<file path="config.mk">
export PLATFORM = sky130hd
export DESIGN_NAME = game_mode_controller_flat
export DESIGN_NICKNAME = d
export VERILOG_FILES = /design/src/rtl/game_pkg.sv /design/src/rtl/game_mode_controller_if.sv /design/src/rtl/game_mode_controller_debouncer.sv /design/src/rtl/game_mode_controller.sv /design/src/flat_wrapper.sv
export SDC_FILE = /design/constraint.sdc
export NUM_CORES = 1
export LEC_CHECK = 0
export ABC_CLOCK_PERIOD_IN_PS = 2700
export BUFFER_PORTS_ARGS = -buffer_cell sky130_fd_sc_hd__clkbuf_2
export CAP_MARGIN = 20
export CORE_MARGIN = 4
export CORE_UTILIZATION = 60
export CTS_BUF_LIST = sky130_fd_sc_hd__clkbuf_4 sky130_fd_sc_hd__clkbuf_8
export CTS_CLUSTER_DIAMETER = 60
export DETAILED_ROUTE_END_ITERATION = 10
export PLACE_DENSITY = 0.81
export SLEW_MARGIN = 20
export SYNTH_ARGS = -nofsm -noshare
export SYNTH_HDL_FRONTEND = slang
export SYNTH_SLANG_ARGS = --single-unit
</file>
<file path="constraint.sdc">
create_clock -name pclk -period 2.7 [get_ports pclk]
set_input_delay 0.27 -clock pclk [delete_from_list [all_inputs] [get_ports pclk]]
set_output_delay 0.27 -clock pclk [all_outputs]
set_load 0.1 [all_outputs]
</file>
<file path="src/rtl/game_pkg.sv">
// Shared encodings and screen limits for the game mode sequencer.
package game_pkg;

  typedef logic [1:0] mode_t;

  // Mode FSM state encoding
  localparam logic [1:0] MODE_MENU = 2'd0;
  localparam logic [1:0] MODE_GAME = 2'd1;
  localparam logic [1:0] MODE_OVER = 2'd2;

  // Bound sequencer steps: a strobe on each even count, idle cycle between
  localparam logic [2:0] STEP_MIN_X = 3'd0;
  localparam logic [2:0] STEP_MAX_X = 3'd2;
  localparam logic [2:0] STEP_MIN_Y = 3'd4;
  localparam logic [2:0] STEP_MAX_Y = 3'd6;
  localparam logic [2:0] STEP_LAST  = 3'd6;

  // Full-screen limits, also used by draw_background
  localparam logic [11:0] SCREEN_MAX_X = 12'd1023;
  localparam logic [11:0] SCREEN_MAX_Y = 12'd767;

endpackage

</file>
<file path="src/rtl/game_mode_controller_if.sv">
// Mode outputs plus the MouseCtl bound-write bus.
interface game_mode_controller_if;
  logic        menu_on;
  logic        game_on;
  logic        over_on;
  logic        setmin_x;
  logic        setmax_x;
  logic        setmin_y;
  logic        setmax_y;
  logic [11:0] value;
  logic        cfg_busy;

  modport master (
    output menu_on, game_on, over_on,
    output setmin_x, setmax_x, setmin_y, setmax_y, value, cfg_busy
  );

  modport slave (
    input menu_on, game_on, over_on,
    input setmin_x, setmax_x, setmin_y, setmax_y, value, cfg_busy
  );
endinterface

</file>
<file path="src/rtl/game_mode_controller_debouncer.sv">
// Button debouncer: 2-flop synchronizer, stability counter, press pulse.
module button_debouncer #(
  parameter int CYCLES = 650000
)(
  input  logic clk,
  input  logic rst,
  input  logic raw,
  output logic press
);
  localparam int CW = (CYCLES > 1) ? $clog2(CYCLES) : 1;
  localparam logic [CW-1:0] LAST = CW'(CYCLES - 1);

  logic [1:0]    sync;
  logic          level;
  logic [CW-1:0] cnt;

  // Accept a new level after CYCLES consecutive differing samples; pulse on rise
  always_ff @(posedge clk) begin
    if (rst) begin
      sync  <= 2'b00;
      level <= 1'b0;
      cnt   <= '0;
      press <= 1'b0;
    end else begin
      sync  <= {sync[0], raw};
      press <= 1'b0;
      if (sync[1] == level) begin
        cnt <= '0;
      end else if (cnt == LAST) begin
        level <= sync[1];
        cnt   <= '0;
        press <= sync[1];
      end else begin
        cnt <= cnt + 1'b1;
      end
    end
  end
endmodule

</file>
<file path="src/rtl/game_mode_controller.sv">
// Game mode sequencer: debounced buttons, MENU/GAME/OVER FSM committed at
// vblank start, and the MouseCtl cursor-bound write sequence.
module game_mode_controller
  import game_pkg::*;
#(
  parameter int MIN_X           = 361,
  parameter int MAX_X           = 661,
  parameter int MIN_Y           = 367,
  parameter int MAX_Y           = 667,
  parameter int DEBOUNCE_CYCLES = 650000
)(
  input  logic pclk,
  input  logic rst,
  input  logic game_button,
  input  logic menu_button,
  input  logic hit,
  input  logic vblnk,
  game_mode_controller_if.master disp
);

  logic  game_press, menu_press;
  mode_t state, pend_mode, req_mode;
  logic  pend_vld, req_vld;
  logic  vblnk_prev;
  logic  commit;
  logic  seq_act, seq_game;
  logic [2:0] seq_cnt;

  button_debouncer #(.CYCLES(DEBOUNCE_CYCLES)) u_game_db (
    .clk(pclk), .rst(rst), .raw(game_button), .press(game_press)
  );

  button_debouncer #(.CYCLES(DEBOUNCE_CYCLES)) u_menu_db (
    .clk(pclk), .rst(rst), .raw(menu_button), .press(menu_press)
  );

  // Legal request from the current mode; later assignments win (menu > hit > game)
  always_comb begin
    req_vld  = 1'b0;
    req_mode = MODE_MENU;
    if (game_press && state != MODE_GAME) begin
      req_vld  = 1'b1;
      req_mode = MODE_GAME;
    end
    if (hit && state == MODE_GAME) begin
      req_vld  = 1'b1;
      req_mode = MODE_OVER;
    end
    if (menu_press && state != MODE_MENU) begin
      req_vld  = 1'b1;
      req_mode = MODE_MENU;
    end
  end

  // Commit only on a vblank rise with no bound sequence running
  assign commit = pend_vld && vblnk && !vblnk_prev && !seq_act;

  // Mode FSM and single-entry pending request (newest request overwrites)
  always_ff @(posedge pclk) begin
    if (rst) begin
      state      <= MODE_MENU;
      pend_vld   <= 1'b0;
      pend_mode  <= MODE_MENU;
      vblnk_prev <= 1'b0;
    end else begin
      vblnk_prev <= vblnk;
      if (commit) begin
        state    <= pend_mode;
        pend_vld <= 1'b0;
      end else if (req_vld) begin
        pend_vld  <= 1'b1;
        pend_mode <= req_mode;
      end
    end
  end

  // Bound sequencer: armed by reset (menu bounds) and restarted by each commit
  always_ff @(posedge pclk) begin
    if (rst) begin
      seq_act  <= 1'b1;
      seq_cnt  <= 3'd0;
      seq_game <= 1'b0;
    end else if (commit) begin
      seq_act  <= 1'b1;
      seq_cnt  <= 3'd0;
      seq_game <= (pend_mode == MODE_GAME);
    end else if (seq_act) begin
      if (seq_cnt == STEP_LAST) begin
        seq_act <= 1'b0;
        seq_cnt <= 3'd0;
      end else begin
        seq_cnt <= seq_cnt + 3'd1;
      end
    end
  end

  // Strobe/value decode; held quiet while rst is high so the first step
  // lands in the first cycle after release
  always_comb begin
    disp.setmin_x = 1'b0;
    disp.setmax_x = 1'b0;
    disp.setmin_y = 1'b0;
    disp.setmax_y = 1'b0;
    disp.value    = 12'd0;
    disp.cfg_busy = seq_act && !rst;
    if (seq_act && !rst) begin
      case (seq_cnt)
        STEP_MIN_X: begin
          disp.setmin_x = 1'b1;
          disp.value    = seq_game ? 12'(MIN_X) : 12'd0;
        end
        STEP_MAX_X: begin
          disp.setmax_x = 1'b1;
          disp.value    = seq_game ? 12'(MAX_X) : SCREEN_MAX_X;
        end
        STEP_MIN_Y: begin
          disp.setmin_y = 1'b1;
          disp.value    = seq_game ? 12'(MIN_Y) : 12'd0;
        end
        STEP_MAX_Y: begin
          disp.setmax_y = 1'b1;
          disp.value    = seq_game ? 12'(MAX_Y) : SCREEN_MAX_Y;
        end
        default: ;
      endcase
    end
  end

  assign disp.menu_on = (state == MODE_MENU);
  assign disp.game_on = (state == MODE_GAME);
  assign disp.over_on = (state == MODE_OVER);

endmodule
</file>
<file path="src/flat_wrapper.sv">
// flat-port wrapper written by rule: the top's interface ports become plain ports
module game_mode_controller_flat import game_pkg::*;
#(
  parameter int MIN_X           = 361,
  parameter int MAX_X           = 661,
  parameter int MIN_Y           = 367,
  parameter int MAX_Y           = 667,
  parameter int DEBOUNCE_CYCLES = 650000
)
  (pclk, rst, game_button, menu_button, hit, vblnk, disp_menu_on, disp_game_on, disp_over_on, disp_setmin_x, disp_setmax_x, disp_setmin_y, disp_setmax_y, disp_value, disp_cfg_busy);
  game_mode_controller_if disp_i ();
  input  logic pclk;
  input  logic rst;
  input  logic game_button;
  input  logic menu_button;
  input  logic hit;
  input  logic vblnk;
  output wire logic [$bits(disp_i.menu_on)-1:0] disp_menu_on;
  output wire logic [$bits(disp_i.game_on)-1:0] disp_game_on;
  output wire logic [$bits(disp_i.over_on)-1:0] disp_over_on;
  output wire logic [$bits(disp_i.setmin_x)-1:0] disp_setmin_x;
  output wire logic [$bits(disp_i.setmax_x)-1:0] disp_setmax_x;
  output wire logic [$bits(disp_i.setmin_y)-1:0] disp_setmin_y;
  output wire logic [$bits(disp_i.setmax_y)-1:0] disp_setmax_y;
  output wire logic [$bits(disp_i.value)-1:0] disp_value;
  output wire logic [$bits(disp_i.cfg_busy)-1:0] disp_cfg_busy;
  assign disp_menu_on = disp_i.menu_on;
  assign disp_game_on = disp_i.game_on;
  assign disp_over_on = disp_i.over_on;
  assign disp_setmin_x = disp_i.setmin_x;
  assign disp_setmax_x = disp_i.setmax_x;
  assign disp_setmin_y = disp_i.setmin_y;
  assign disp_setmax_y = disp_i.setmax_y;
  assign disp_value = disp_i.value;
  assign disp_cfg_busy = disp_i.cfg_busy;
  game_mode_controller #(.MIN_X(MIN_X), .MAX_X(MAX_X), .MIN_Y(MIN_Y), .MAX_Y(MAX_Y), .DEBOUNCE_CYCLES(DEBOUNCE_CYCLES)) u_core (.pclk(pclk), .rst(rst), .game_button(game_button), .menu_button(menu_button), .hit(hit), .vblnk(vblnk), .disp(disp_i));
endmodule
</file>
==> summary.md <==
| Metric | Value |
|---|---|
| Status | `finished clean` |
| Reg2reg end | `u_core.u_menu_db.cnt[7]$_SDFF_PP0_` |
| Clock buffer depth | `2` |
| Largest delay share family, worst path | `buffers and inverters` |
| Tightest Pin Transition | `0.827 ns` |
| Die area | `5760 sq um` |
| Req. time, crit path | `2.43 ns` |
| Core box area | `4410 sq um` |
| DP HPWL | `3710 microns` |
| ANT cells | `0` |
| Global-route wire length before repair | `8780 microns` |
| Clock root cell | `clkbuf_8` |
| Kind of critical path | `flop to output pin` |
| Share of synthesized registers carrying an async set or reset | `0%` |
| Min-Delay Endpoint | `u_core.u_game_db.sync[0]$_SDFF_PP0_` |
| Normalized max-slew margin | `44.4%` |
| CTS tree | `yes` |
| Die height | `75.9 microns` |
| R2r setup slk | `0.66 ns` |
| RSZ-0062 raised after global routing | `no` |
| Mapped Area | `2760 sq um` |
| CTS sink count | `59` |
| Most frequent cells in the layout | `59 x dfxtp_1, 46 x nor2_1, 23 x clkbuf_2, 22 x xnor2_1, 16 x nand3_1` |
| Area grow syn2layout | `15.2%` |
| Final Non-Filler Cells | `400` |
| Top post-synthesis cells by area | `dfxtp_1 43%, xnor2_1 7.0%, nor2_1 6.8%, nand4_1 2.9%, a21oi_1 2.9%` |
| R2R depth | `4` |
| Die Wd | `75.9 microns` |
| Post-Syn Instances | `321` |
| Starting Density | `62.6%` |
| Total routed wirelength | `5210 microns` |
| Leading area contributor after synthesis | `dfxtp_1` |
| Initial antenna violation count | `0` |
| Standard-cell rows | `24` |
| Max-Cap Viols | `0` |
| Placed insts | `384` |
| Fin crit share | `89.1%` |
| Port bufs | `23` |
| Post-CTS Resized | `0` |
| Total number of vias | `2333` |
| Maximum number of pins on one net before global-route repair | `20` |
| # nets final | `351` |
| Crit start category | `flop` |
| GR Overflow Total | `0` |
| Layout cell share with drive strength beyond 1 | `17.2%` |
| Number of global-route vias before repair | `1968` |
| Total GRT Usage | `20.3%` |
| Cts hold-fix bufs | `0` |
| Crit Path Max Fanout | `10` |
| Crit. End Element | `output pin` |
| DRC | `0` |
| Worst Hold Depth | `2` |
| H-tree depth | `3` |
| Seq cells post-synth | `59` |
| Slew Viols, Final | `0` |
| Post-Synthesis Mean Instance Area | `8.61 sq um` |
| Critical path buffers and inverters | `2` |
| YS warnings | `0` |
| Area post-placement | `2970 sq um` |
| WP data arrival | `2.13 ns` |
| Yosys top cell area share | `42.7%` |
| Fin area | `3180 sq um` |
| Hold Vio Cnt, Final | `0` |
| Drt wl/cell | `13.0 microns` |
| Final Setup Violations | `0` |
| Crit path time final | `2.40 ns` |
| Peak supply drop | `507 uV` |
| Worst skew pair latency | `0.33 ns` |
| Worst Skew | `0.00529 ns` |
| Most common cell after layout, fill and taps aside | `dfxtp_1` |
| Worst r2r src | `u_core.u_menu_db.cnt[10]$_SDFF_PP0_` |
| CTS buffer count | `9` |
| Pre-antenna DRT Iters | `4` |
| Antenna-violating nets left | `0` |
| Top Ports | `26` |
| Hold wc startpoint | `game_button` |
| Power density cells | `603 nW/um^2` |
| Top FF cell, synth | `dfxtp_1` |
| EDFF count, synth | `0` |
| Hold crit path type | `primary input to flop` |
| Post CTS Setup Buffer Count | `0` |
| CP max stage delay | `0.58 ns` |
| Worst-path cell chain | `inv_1, or3_1, a21oi_2, clkbuf_2` |
| Pwr Total | `1.92 mW` |
| Initial drt markers | `111` |
| Seq/Total Area, Yosys | `42.7%` |
| Util after Layout | `72.1%` |
| Pleak | `1.05 nW` |
| Clock slew at reported path FFs | `0.06 ns` |
| F_max | `416 MHz` |
| Slowest stage cell, crit path | `dfxtp_1` |
| Routability congestion estimate from global placement | `0.833` |
| Vias per inst | `5.83` |
| Distinct cells, synth | `45` |
==> final cells by class <==
class                   count  area (sq um)
multi-input cells         240          1560
fillers                   354          1230
flip-flops and latches     59          1180
repair buffers             26           138
clock buffers              10           131
clock inverters             6          80.1
well taps                  52          65.1
inverters                   7          26.3
==> stage by stage <==
step | setup TNS (ns) | hold slack (ns) | setup slack (ns)
final | 0 | 0.148 | 0.295
after floorplan | -0.0471 | 0.398 | -0.0213
after global placement | 0 | 0.419 | 0.687
after CTS | 0 | 0.134 | 0.275
after global routing | 0 | 0.132 | 0.190
after detailed placement | 0 | 0.426 | 0.636
==> where the power goes <==
| part | internal [mW] | switching (mW) | leakage (nW) |
|---|---|---|---|
| sequential | 0.879 | 0.0142 | 0.477 |
| combinational | 0.0336 | 0.145 | 0.461 |
| clock | 0.523 | 0.326 | 0.113 |
==> layer usage <==
layer	vias up	global-route usage (%)	part of all wire, %
li1	1186	-	-
met1	1087	27.1	49
met2	53	29.7	44
met3	7	7.12	5.9
met4	0	8.35	1.5
met5	-	0	0
==> state kept, by name (all words and copies together) (netlist names), 2 cells and up <==
register and cells:
u_core.u_game_db.cnt 20, u_core.u_menu_db.cnt 20, u_core.seq_cnt 3, u_core.pend_mode 2, u_core.state 2, u_core.u_game_db.sync 2, u_core.u_menu_db.sync 2
==> worst max-delay path by stage <==
stage	startpoint	slack, ns	cells past startpoint	end
final	u_core.seq_cnt[1]$_SDFFE_PP0P_	0.30	4	disp_value[8]
after global routing	u_core.seq_cnt[1]$_SDFFE_PP0P_	0.19	4	disp_value[8]
after CTS	u_core.seq_cnt[1]$_SDFFE_PP0P_	0.27	4	disp_value[8]
after detailed placement	u_core.seq_cnt[1]$_SDFFE_PP0P_	0.64	4	disp_value[8]
after global placement	u_core.seq_cnt[1]$_SDFFE_PP0P_	0.69	4	disp_value[8]
after floorplan	u_core.seq_act$_SDFF_PP1_	-0.02	6	disp_value[6]
==> synthesized netlist by cell type, types with 3 or more instances <==
library cell and n:
dfxtp_1 59, nor2_1 50, xnor2_1 22, a21oi_1 16
nand3_1 16, nand4_1 13, nand2_1 11, nor3_1 11
and3_1 10, clkbuf_1 10, nor4_1 9, nor2b_1 8
xor2_1 8, inv_1 7, o21ai_0 7, nand2b_1 6
buf_4 5, mux2i_1 5, nor4b_1 4, o31ai_1 4
or3_1 4, or4_1 4, a211oi_1 3, and4_1 3
==> cell families (layout without fill, tap and decap cells) <==
logic type                 after synthesis  after routing  synth area share [%]
and+or+nand+nor                        164            164                  32.5
DFF                                     59             59                  42.7
AOI/OAI and AO/OA                       37             37                  8.28
xor gates and xnor gates                30             30                  9.51
buffers and inverters                   23             49                  4.07
muxes                                    5              5                  1.81
adders and majority gates                2              2                 0.905
other                                    1              2                 0.136
Power figures use the tool's default switching activity.
